===== config.mk =====
export PLATFORM = sky130hd
export DESIGN_NAME = elk_rom_loader
export DESIGN_NICKNAME = d
export VERILOG_FILES = /design/src/rtl/elk_pkg.sv /design/src/rtl/elk_rom_loader.sv
export SDC_FILE = /design/constraint.sdc
export NUM_CORES = 1
export LEC_CHECK = 0
export CAP_MARGIN = 10
export CORE_MARGIN = 4
export CORE_UTILIZATION = 45
export DETAILED_ROUTE_END_ITERATION = 7
export PLACE_DENSITY = 0.82
export REMOVE_ABC_BUFFERS = 1
export SLEW_MARGIN = 20
export SYNTH_ARGS = -nofsm -noshare
export SYNTH_HDL_FRONTEND = slang
export SYNTH_SLANG_ARGS = --single-unit

===== constraint.sdc =====
create_clock -name clk_sys -period 3.4 [get_ports clk_sys]
set_input_delay 0.68 -clock clk_sys [delete_from_list [all_inputs] [get_ports clk_sys]]
set_output_delay 0.68 -clock clk_sys [all_outputs]
set_load 0.02 [all_outputs]

===== src/rtl/elk_pkg.sv =====
// Shared Electron ROM definitions: ROM geometry, loader state encoding and a
// saturating counter helper used by the ROM loader.
package elk_pkg;

   localparam int unsigned ELK_ROM_AW   = 17;
   localparam int unsigned ELK_ROM_SIZE = 114688;

   typedef enum logic [1:0] {
      IDLE = 2'd0,
      LOAD = 2'd1,
      HOLD = 2'd2
   } elk_state_t;

   function automatic logic [ELK_ROM_AW-1:0] sat_inc(
      input logic [ELK_ROM_AW-1:0] value,
      input logic [ELK_ROM_AW-1:0] limit
   );
      return (value >= limit) ? value : value + ELK_ROM_AW'(1);
   endfunction

endpackage


===== src/rtl/elk_rom_loader.sv =====
// Electron ROM loader: turns ioctl byte downloads into ROM writes and holds the
// core in reset until the image settles. ELK_ROM_LOADER_CHECKSUM_EN adds rom_checksum.
module elk_rom_loader
   import elk_pkg::*;
#(
   parameter logic [7:0]  ROM_INDEX   = 8'd0,
   parameter int unsigned ROM_WORDS   = ELK_ROM_SIZE,
   parameter int unsigned HOLD_CYCLES = 256
) (
   input  logic                  clk_sys,
   input  logic                  reset,
   input  logic                  ioctl_download,
   input  logic [7:0]            ioctl_index,
   input  logic                  ioctl_wr,
   input  logic [24:0]           ioctl_addr,
   input  logic [7:0]            ioctl_dout,
   output logic [ELK_ROM_AW-1:0] rom_addr,
   output logic [7:0]            rom_data,
   output logic                  rom_wren,
   output logic                  core_reset,
   output logic                  load_done,
   output logic                  load_error,
   output logic [ELK_ROM_AW-1:0] byte_count
`ifdef ELK_ROM_LOADER_CHECKSUM_EN
   ,
   output logic [7:0]            rom_checksum
`endif
);

   localparam int unsigned           CNT_W      = (HOLD_CYCLES > 1) ? $clog2(HOLD_CYCLES) : 1;
   localparam logic [CNT_W-1:0]      HOLD_INIT  = CNT_W'(HOLD_CYCLES - 1);
   localparam logic [24:0]           ADDR_LIMIT = 25'(ROM_WORDS);
   localparam logic [ELK_ROM_AW-1:0] COUNT_MAX  = ELK_ROM_AW'(ROM_WORDS);

   elk_state_t       state;
   elk_state_t       state_nxt;
   logic [CNT_W-1:0] hold_cnt;
   logic             start_req;
   logic             load_entry;
   logic             wr_ok;
   logic             wr_bad;

   assign start_req  = ioctl_download && (ioctl_index == ROM_INDEX);
   assign load_entry = (state != LOAD) && (state_nxt == LOAD);
   assign wr_ok      = (state == LOAD) && ioctl_wr && (ioctl_addr <  ADDR_LIMIT);
   assign wr_bad     = (state == LOAD) && ioctl_wr && (ioctl_addr >= ADDR_LIMIT);

   always_ff @(posedge clk_sys) begin
      if (reset) begin
         state <= IDLE;
      end else begin
         state <= state_nxt;
      end
   end

   always_comb begin
      state_nxt = state;
      unique case (state)
         IDLE: if (start_req) state_nxt = LOAD;
         LOAD: if (!ioctl_download) state_nxt = HOLD;
         HOLD: begin
            if (start_req) begin
               state_nxt = LOAD;
            end else if (hold_cnt == '0) begin
               state_nxt = IDLE;
            end
         end
         default: state_nxt = IDLE;
      endcase
   end

   // load_done is suppressed when a matching download restarts on the final hold cycle
   always_comb begin
      core_reset = 1'b0;
      load_done  = 1'b0;
      unique case (state)
         IDLE: begin
         end
         LOAD: core_reset = 1'b1;
         HOLD: begin
            core_reset = 1'b1;
            load_done  = (hold_cnt == '0) && !start_req;
         end
         default: begin
         end
      endcase
   end

   always_ff @(posedge clk_sys) begin
      if (reset) begin
         hold_cnt <= '0;
      end else if ((state == LOAD) && !ioctl_download) begin
         hold_cnt <= HOLD_INIT;
      end else if ((state == HOLD) && (hold_cnt != '0)) begin
         hold_cnt <= hold_cnt - CNT_W'(1);
      end
   end

   always_ff @(posedge clk_sys) begin
      if (reset) begin
         rom_addr   <= '0;
         rom_data   <= '0;
         rom_wren   <= 1'b0;
         load_error <= 1'b0;
         byte_count <= '0;
      end else begin
         rom_wren <= wr_ok;
         if (wr_ok) begin
            rom_addr   <= ioctl_addr[ELK_ROM_AW-1:0];
            rom_data   <= ioctl_dout;
            byte_count <= sat_inc(byte_count, COUNT_MAX);
         end
         if (wr_bad) begin
            load_error <= 1'b1;
         end
         if (load_entry) begin
            byte_count <= '0;
            load_error <= 1'b0;
         end
      end
   end

`ifdef ELK_ROM_LOADER_CHECKSUM_EN
   always_ff @(posedge clk_sys) begin
      if (reset) begin
         rom_checksum <= '0;
      end else if (load_entry) begin
         rom_checksum <= '0;
      end else if (wr_ok) begin
         rom_checksum <= rom_checksum + ioctl_dout;
      end
   end
`endif

endmodule


==> flow_summary.html <==
<table>
<tr><th>Metric</th><th>Value</th></tr>
<tr><th colspan="2">Logic synthesis</th></tr>
<tr><td>Netlist Area Pre-Place</td><td>~2400 um^2</td></tr>
<tr><td>Count of warnings emitted by yosys</td><td>0</td></tr>
<tr><td>EDFF count, synth</td><td>0</td></tr>
<tr><td>Most instantiated cells after synthesis</td><td>nand2_1, dfxtp_1, a21oi_1</td></tr>
<tr><td>Number of register bits inferred by synthesis</td><td>between 50 and 60</td></tr>
<tr><td>Cells after synthesis</td><td>281</td></tr>
<tr><td>Number of distinct library cells after synthesis</td><td>42</td></tr>
<tr><td>Proportion of netlist area held by the largest area contributor</td><td>0.4528</td></tr>
<tr><td>Most common flop cell mapped by yosys</td><td>dfxtp_1</td></tr>
<tr><td>Share of synthesized flip-flops with an asynchronous set or reset</td><td>0</td></tr>
<tr><td>Most frequent cell after synthesis</td><td>nand2_1</td></tr>
<tr><td>Largest area contributor in the netlist</td><td>dfxtp_1</td></tr>
<tr><td>Synth Area per Inst</td><td>8.496 um^2</td></tr>
<tr><td>Sequential element share of the synthesized area</td><td>0.4528</td></tr>
<tr><td>Top cells by area, synth</td><td>dfxtp_1, nand2_1, a21oi_1</td></tr>
<tr><th colspan="2">Layout</th></tr>
<tr><td>Area taken by flip-flops and latches</td><td>approximately 1100 um^2</td></tr>
<tr><td>Final Core Density</td><td>0.6741</td></tr>
<tr><td>Layout cell share with drive strength beyond 1</td><td>0.06233</td></tr>
<tr><td>Combined area of the multi-input logic cells</td><td>between 1000 and 1500 um^2</td></tr>
<tr><td>Layout area overhead</td><td>45.13%</td></tr>
<tr><td>Final antenna diode count</td><td>0</td></tr>
<tr><td>Post-layout nets</td><td>420</td></tr>
<tr><td>Fillcell total</td><td>approximately 460</td></tr>
<tr><td>Final instance area</td><td>3465 um^2</td></tr>
<tr><th colspan="2">Worst setup path</th></tr>
<tr><td>Depth of the most critical reg-to-reg path</td><td>7</td></tr>
<tr><td>Reg-to-reg setup timing slack</td><td>1.07 ns</td></tr>
<tr><td>R2r startpoint</td><td>state[1]</td></tr>
<tr><td>Slowest CP cell</td><td>clkdlybuf4s50_1</td></tr>
<tr><td>Most frequent cell on the critical path</td><td>clkdlybuf4s50_1</td></tr>
<tr><td>CP Data Required Time</td><td>2.72 ns</td></tr>
<tr><td>Biggest fanout along the worst timing path</td><td>4</td></tr>
<tr><td>Data arrival, critical path</td><td>~2.3 ns</td></tr>
<tr><td>Critical path startpoint category</td><td>primary input</td></tr>
<tr><td>Biggest cell delay along the critical path</td><td>about 0.53 ns</td></tr>
<tr><td>Critical Path, Cell by Cell</td><td>clkdlybuf4s50_1 -&gt; nor4_1 -&gt; nand4b_1 -&gt; nor3b_1 -&gt; clkdlybuf4s50_1</td></tr>
<tr><td>Critical path class</td><td>in -&gt; out</td></tr>
<tr><td>Capturing point of the worst reg2reg path</td><td>byte_count[8]</td></tr>
<tr><td>Worst Setup End Kind</td><td>output pin</td></tr>
<tr><th colspan="2">Timing</th></tr>
<tr><td>Setup repair after global routing missed its margin</td><td>false</td></tr>
<tr><td>Final worst path period need</td><td>slightly below 3 ns</td></tr>
<tr><td>Max transition margin</td><td>0.4368</td></tr>
<tr><td>Tightest Pin Transition</td><td>around 0.84 ns</td></tr>
<tr><td>Hold Violations, Final</td><td>0</td></tr>
<tr><td>Max Clock Skew</td><td>roughly 0.0063 ns</td></tr>
<tr><td>Final Max Slew Viols</td><td>0</td></tr>
<tr><td>Setup Total Neg Slack</td><td>0 ns</td></tr>
<tr><td>Achievable clock frequency</td><td>~0.34 GHz</td></tr>
<tr><td>Final critical-path setup slack</td><td>about 0.42 ns</td></tr>
<tr><td>Period utilization</td><td>0.8762</td></tr>
<tr><td>Final setup fails</td><td>0</td></tr>
<tr><th colspan="2">Pwr</th></tr>
<tr><td>Maximum VDD drop</td><td>~180 uV</td></tr>
<tr><td>Leakage</td><td>between 0.001 and 0.0015 uW</td></tr>
<tr><td>PnR Total Power</td><td>~1100 uW</td></tr>
<tr><td>Total power divided by cell area</td><td>between 300 and 400 nW/um^2</td></tr>
<tr><th colspan="2">Clocking</th></tr>
<tr><td>Maximum root-to-sink buffer count</td><td>2</td></tr>
<tr><td>Number of levels in the clock H-tree</td><td>2</td></tr>
<tr><td>Buffers inserted during post-CTS setup optimization</td><td>0</td></tr>
<tr><td>Hold bufs inserted after CTS</td><td>0</td></tr>
<tr><td>Source-to-sink clock delay at the later pin of the worst-skew pair</td><td>between 0.3 and 0.4 ns</td></tr>
<tr><td>TritonCTS clock tree</td><td>yes</td></tr>
<tr><td>Clock sink count</td><td>54</td></tr>
<tr><td>Number of buffers created by CTS</td><td>5</td></tr>
<tr><td>Clock root cell</td><td>clkbuf_8</td></tr>
<tr><td>Clock-pin slew on the worst setup and hold paths</td><td>about 0.10 ns</td></tr>
<tr><td>Number of cells upsized or downsized after cts</td><td>0</td></tr>
<tr><th colspan="2">Route</th></tr>
<tr><td>Detailed Route Iter0 Violations</td><td>82</td></tr>
<tr><td>Via-per-instance ratio</td><td>roughly 5</td></tr>
<tr><td>Iteration count of the initial detailed-routing pass</td><td>4</td></tr>
<tr><td>Routed length per placed instance</td><td>approximately 14 um</td></tr>
<tr><td>Post-route DRC</td><td>0</td></tr>
<tr><td>Sum of routed wire length over all layers</td><td>about 6000 um</td></tr>
<tr><td>Via count</td><td>roughly 2200</td></tr>
<tr><td>Remaining antenna violation count after routing</td><td>0</td></tr>
<tr><th colspan="2">Die</th></tr>
<tr><td>Die Footprint</td><td>6534 um^2</td></tr>
<tr><td>Count of boundary I/O pins</td><td>91</td></tr>
<tr><td>Area of the placeable core</td><td>slightly above 5000 um^2</td></tr>
<tr><td>Std-Cell Rows</td><td>26</td></tr>
<tr><td>Horizontal die dimension</td><td>slightly above 80 um</td></tr>
<tr><td>Die H</td><td>around 81 um</td></tr>
<tr><td>Starting density of the core</td><td>0.4645</td></tr>
<tr><th colspan="2">Global route</th></tr>
<tr><td>Global-route usage over all layers</td><td>0.1938</td></tr>
<tr><td>Via count of the first global-routing pass</td><td>~2200</td></tr>
<tr><td>Initial antenna violation count</td><td>0</td></tr>
<tr><td>Pin count of the biggest net entering global routing</td><td>38</td></tr>
<tr><td>Wire length of the first global-routing pass</td><td>9915 um</td></tr>
<tr><td>Leftover overflow at the end of global routing</td><td>0</td></tr>
<tr><th colspan="2">Placement</th></tr>
<tr><td>PortBufs</td><td>90</td></tr>
<tr><td>Worst setup timing slack at the placement stage</td><td>0.2832 ns</td></tr>
<tr><td>DP Wirelength</td><td>approximately 4400 um</td></tr>
<tr><td>Gp weighted congestion</td><td>between 0.7 and 0.8</td></tr>
<tr><td>DP Area</td><td>approximately 3300 um^2</td></tr>
<tr><th colspan="2">Worst hold path</th></tr>
<tr><td>Hold Path Depth</td><td>2</td></tr>
<tr><td>Class of the most critical hold timing path</td><td>reg -&gt; reg</td></tr>
<tr><td>Hold endpoint</td><td>rom_data[4]</td></tr>
<tr><td>Critical hold path startpoint</td><td>rom_data[4]</td></tr>
<tr><th colspan="2">Status</th></tr>
<tr><td>Status</td><td>finished, final reports clean</td></tr>
<tr><th colspan="2">Flow run</th></tr>
<tr><td>Max cap viols</td><td>0</td></tr>
</table>
state kept, by name (all words and copies together) (netlist names):
signal      cells
rom_addr       17
load_error      1
rom_data        8
byte_count     17
hold_cnt        8
state           2
rom_wren        1
worst max path at each step:
stage / slack [ns] / to / start / cells past startpoint
finish: 0.42 / load_done / ioctl_index[2] / 5
global route: 0.28 / load_done / ioctl_index[2] / 5
CTS: 0.41 / load_done / ioctl_index[2] / 5
detailed placement: 0.28 / byte_count[8] / ioctl_addr[21] / 6
global placement: 0.32 / byte_count[8] / ioctl_addr[21] / 6
floorplan: 0.1 / byte_count[0] / ioctl_addr[21] / 5
cells by family (layout without fill, tap and decap cells):
kind of cell | after synthesis | count (layout) | synth area share
buffers and inverters | 25 | 113 | 0.04508
xor gates and xnor gates | 22 | 22 | 0.08071
AOI/OAI and AO/OA | 44 | 44 | 0.1143
muxes | 1 | 1 | 0.004193
and+or+nand+nor | 128 | 128 | 0.2663
DFF | 54 | 54 | 0.4528
adders and majority gates | 7 | 7 | 0.03669
layout make-up:
| type | instances | area share |
|---|---|---|
| clock buffers | 5 | 0.01986 |
| clock inverters | 3 | 0.01372 |
| inverters | 11 | 0.01192 |
| multi-input cells | 202 | 0.3485 |
| flip-flops and latches | 54 | 0.3120 |
| well taps | 70 | 0.02528 |
| repair buffers | 94 | 0.2687 |
placed cells by master, fill, tap and decap left out, types with 4 or more instances in the layout:
cell	count
nor2_1	25
xor2_1	10
a21oi_1	33
clkbuf_8	5
clkdlybuf4s50_1	90
dfxtp_1	54
buf_4	4
nor3_1	7
nand3_1	12
xnor2_1	12
inv_1	11
ha_1	7
nand2_1	60
per-layer routing:
metal / wire, um / GRT usage / vias up
met5: 0 / 0 / -
met4: 110 / 0.07939 / 0
met3: 378 / 0.05543 / 13
met2: 2891 / 0.3243 / 58
met1: 2567 / 0.2328 / 1016
li1: - / - / 1120
report_power, final:
group	switching (uW)	total (uW)	internal, uW	leakage, uW
Clock	217	440	223	0.0000587
Combinational	21.2	70.9	49.7	0.000660
Sequential	0.188	632	632	0.000435
Total	238	1140	905	0.00115
metrics by stage:
stage | hold slack [ns] | instances
floorplan | 0.5220 | 267
global placement | 0.4411 | 431
detailed placement | 0.4463 | 431
CTS | 0.4612 | 439
global route | 0.4754 | 439
finish | 0.4588 | 439
worst max-delay path: cells and delay by family:
kind	cells	cell delay [ns]
buffers and inverters	2	0.93
AND/OR/NAND/NOR	3	0.68
Power figures use the tool's default switching activity.
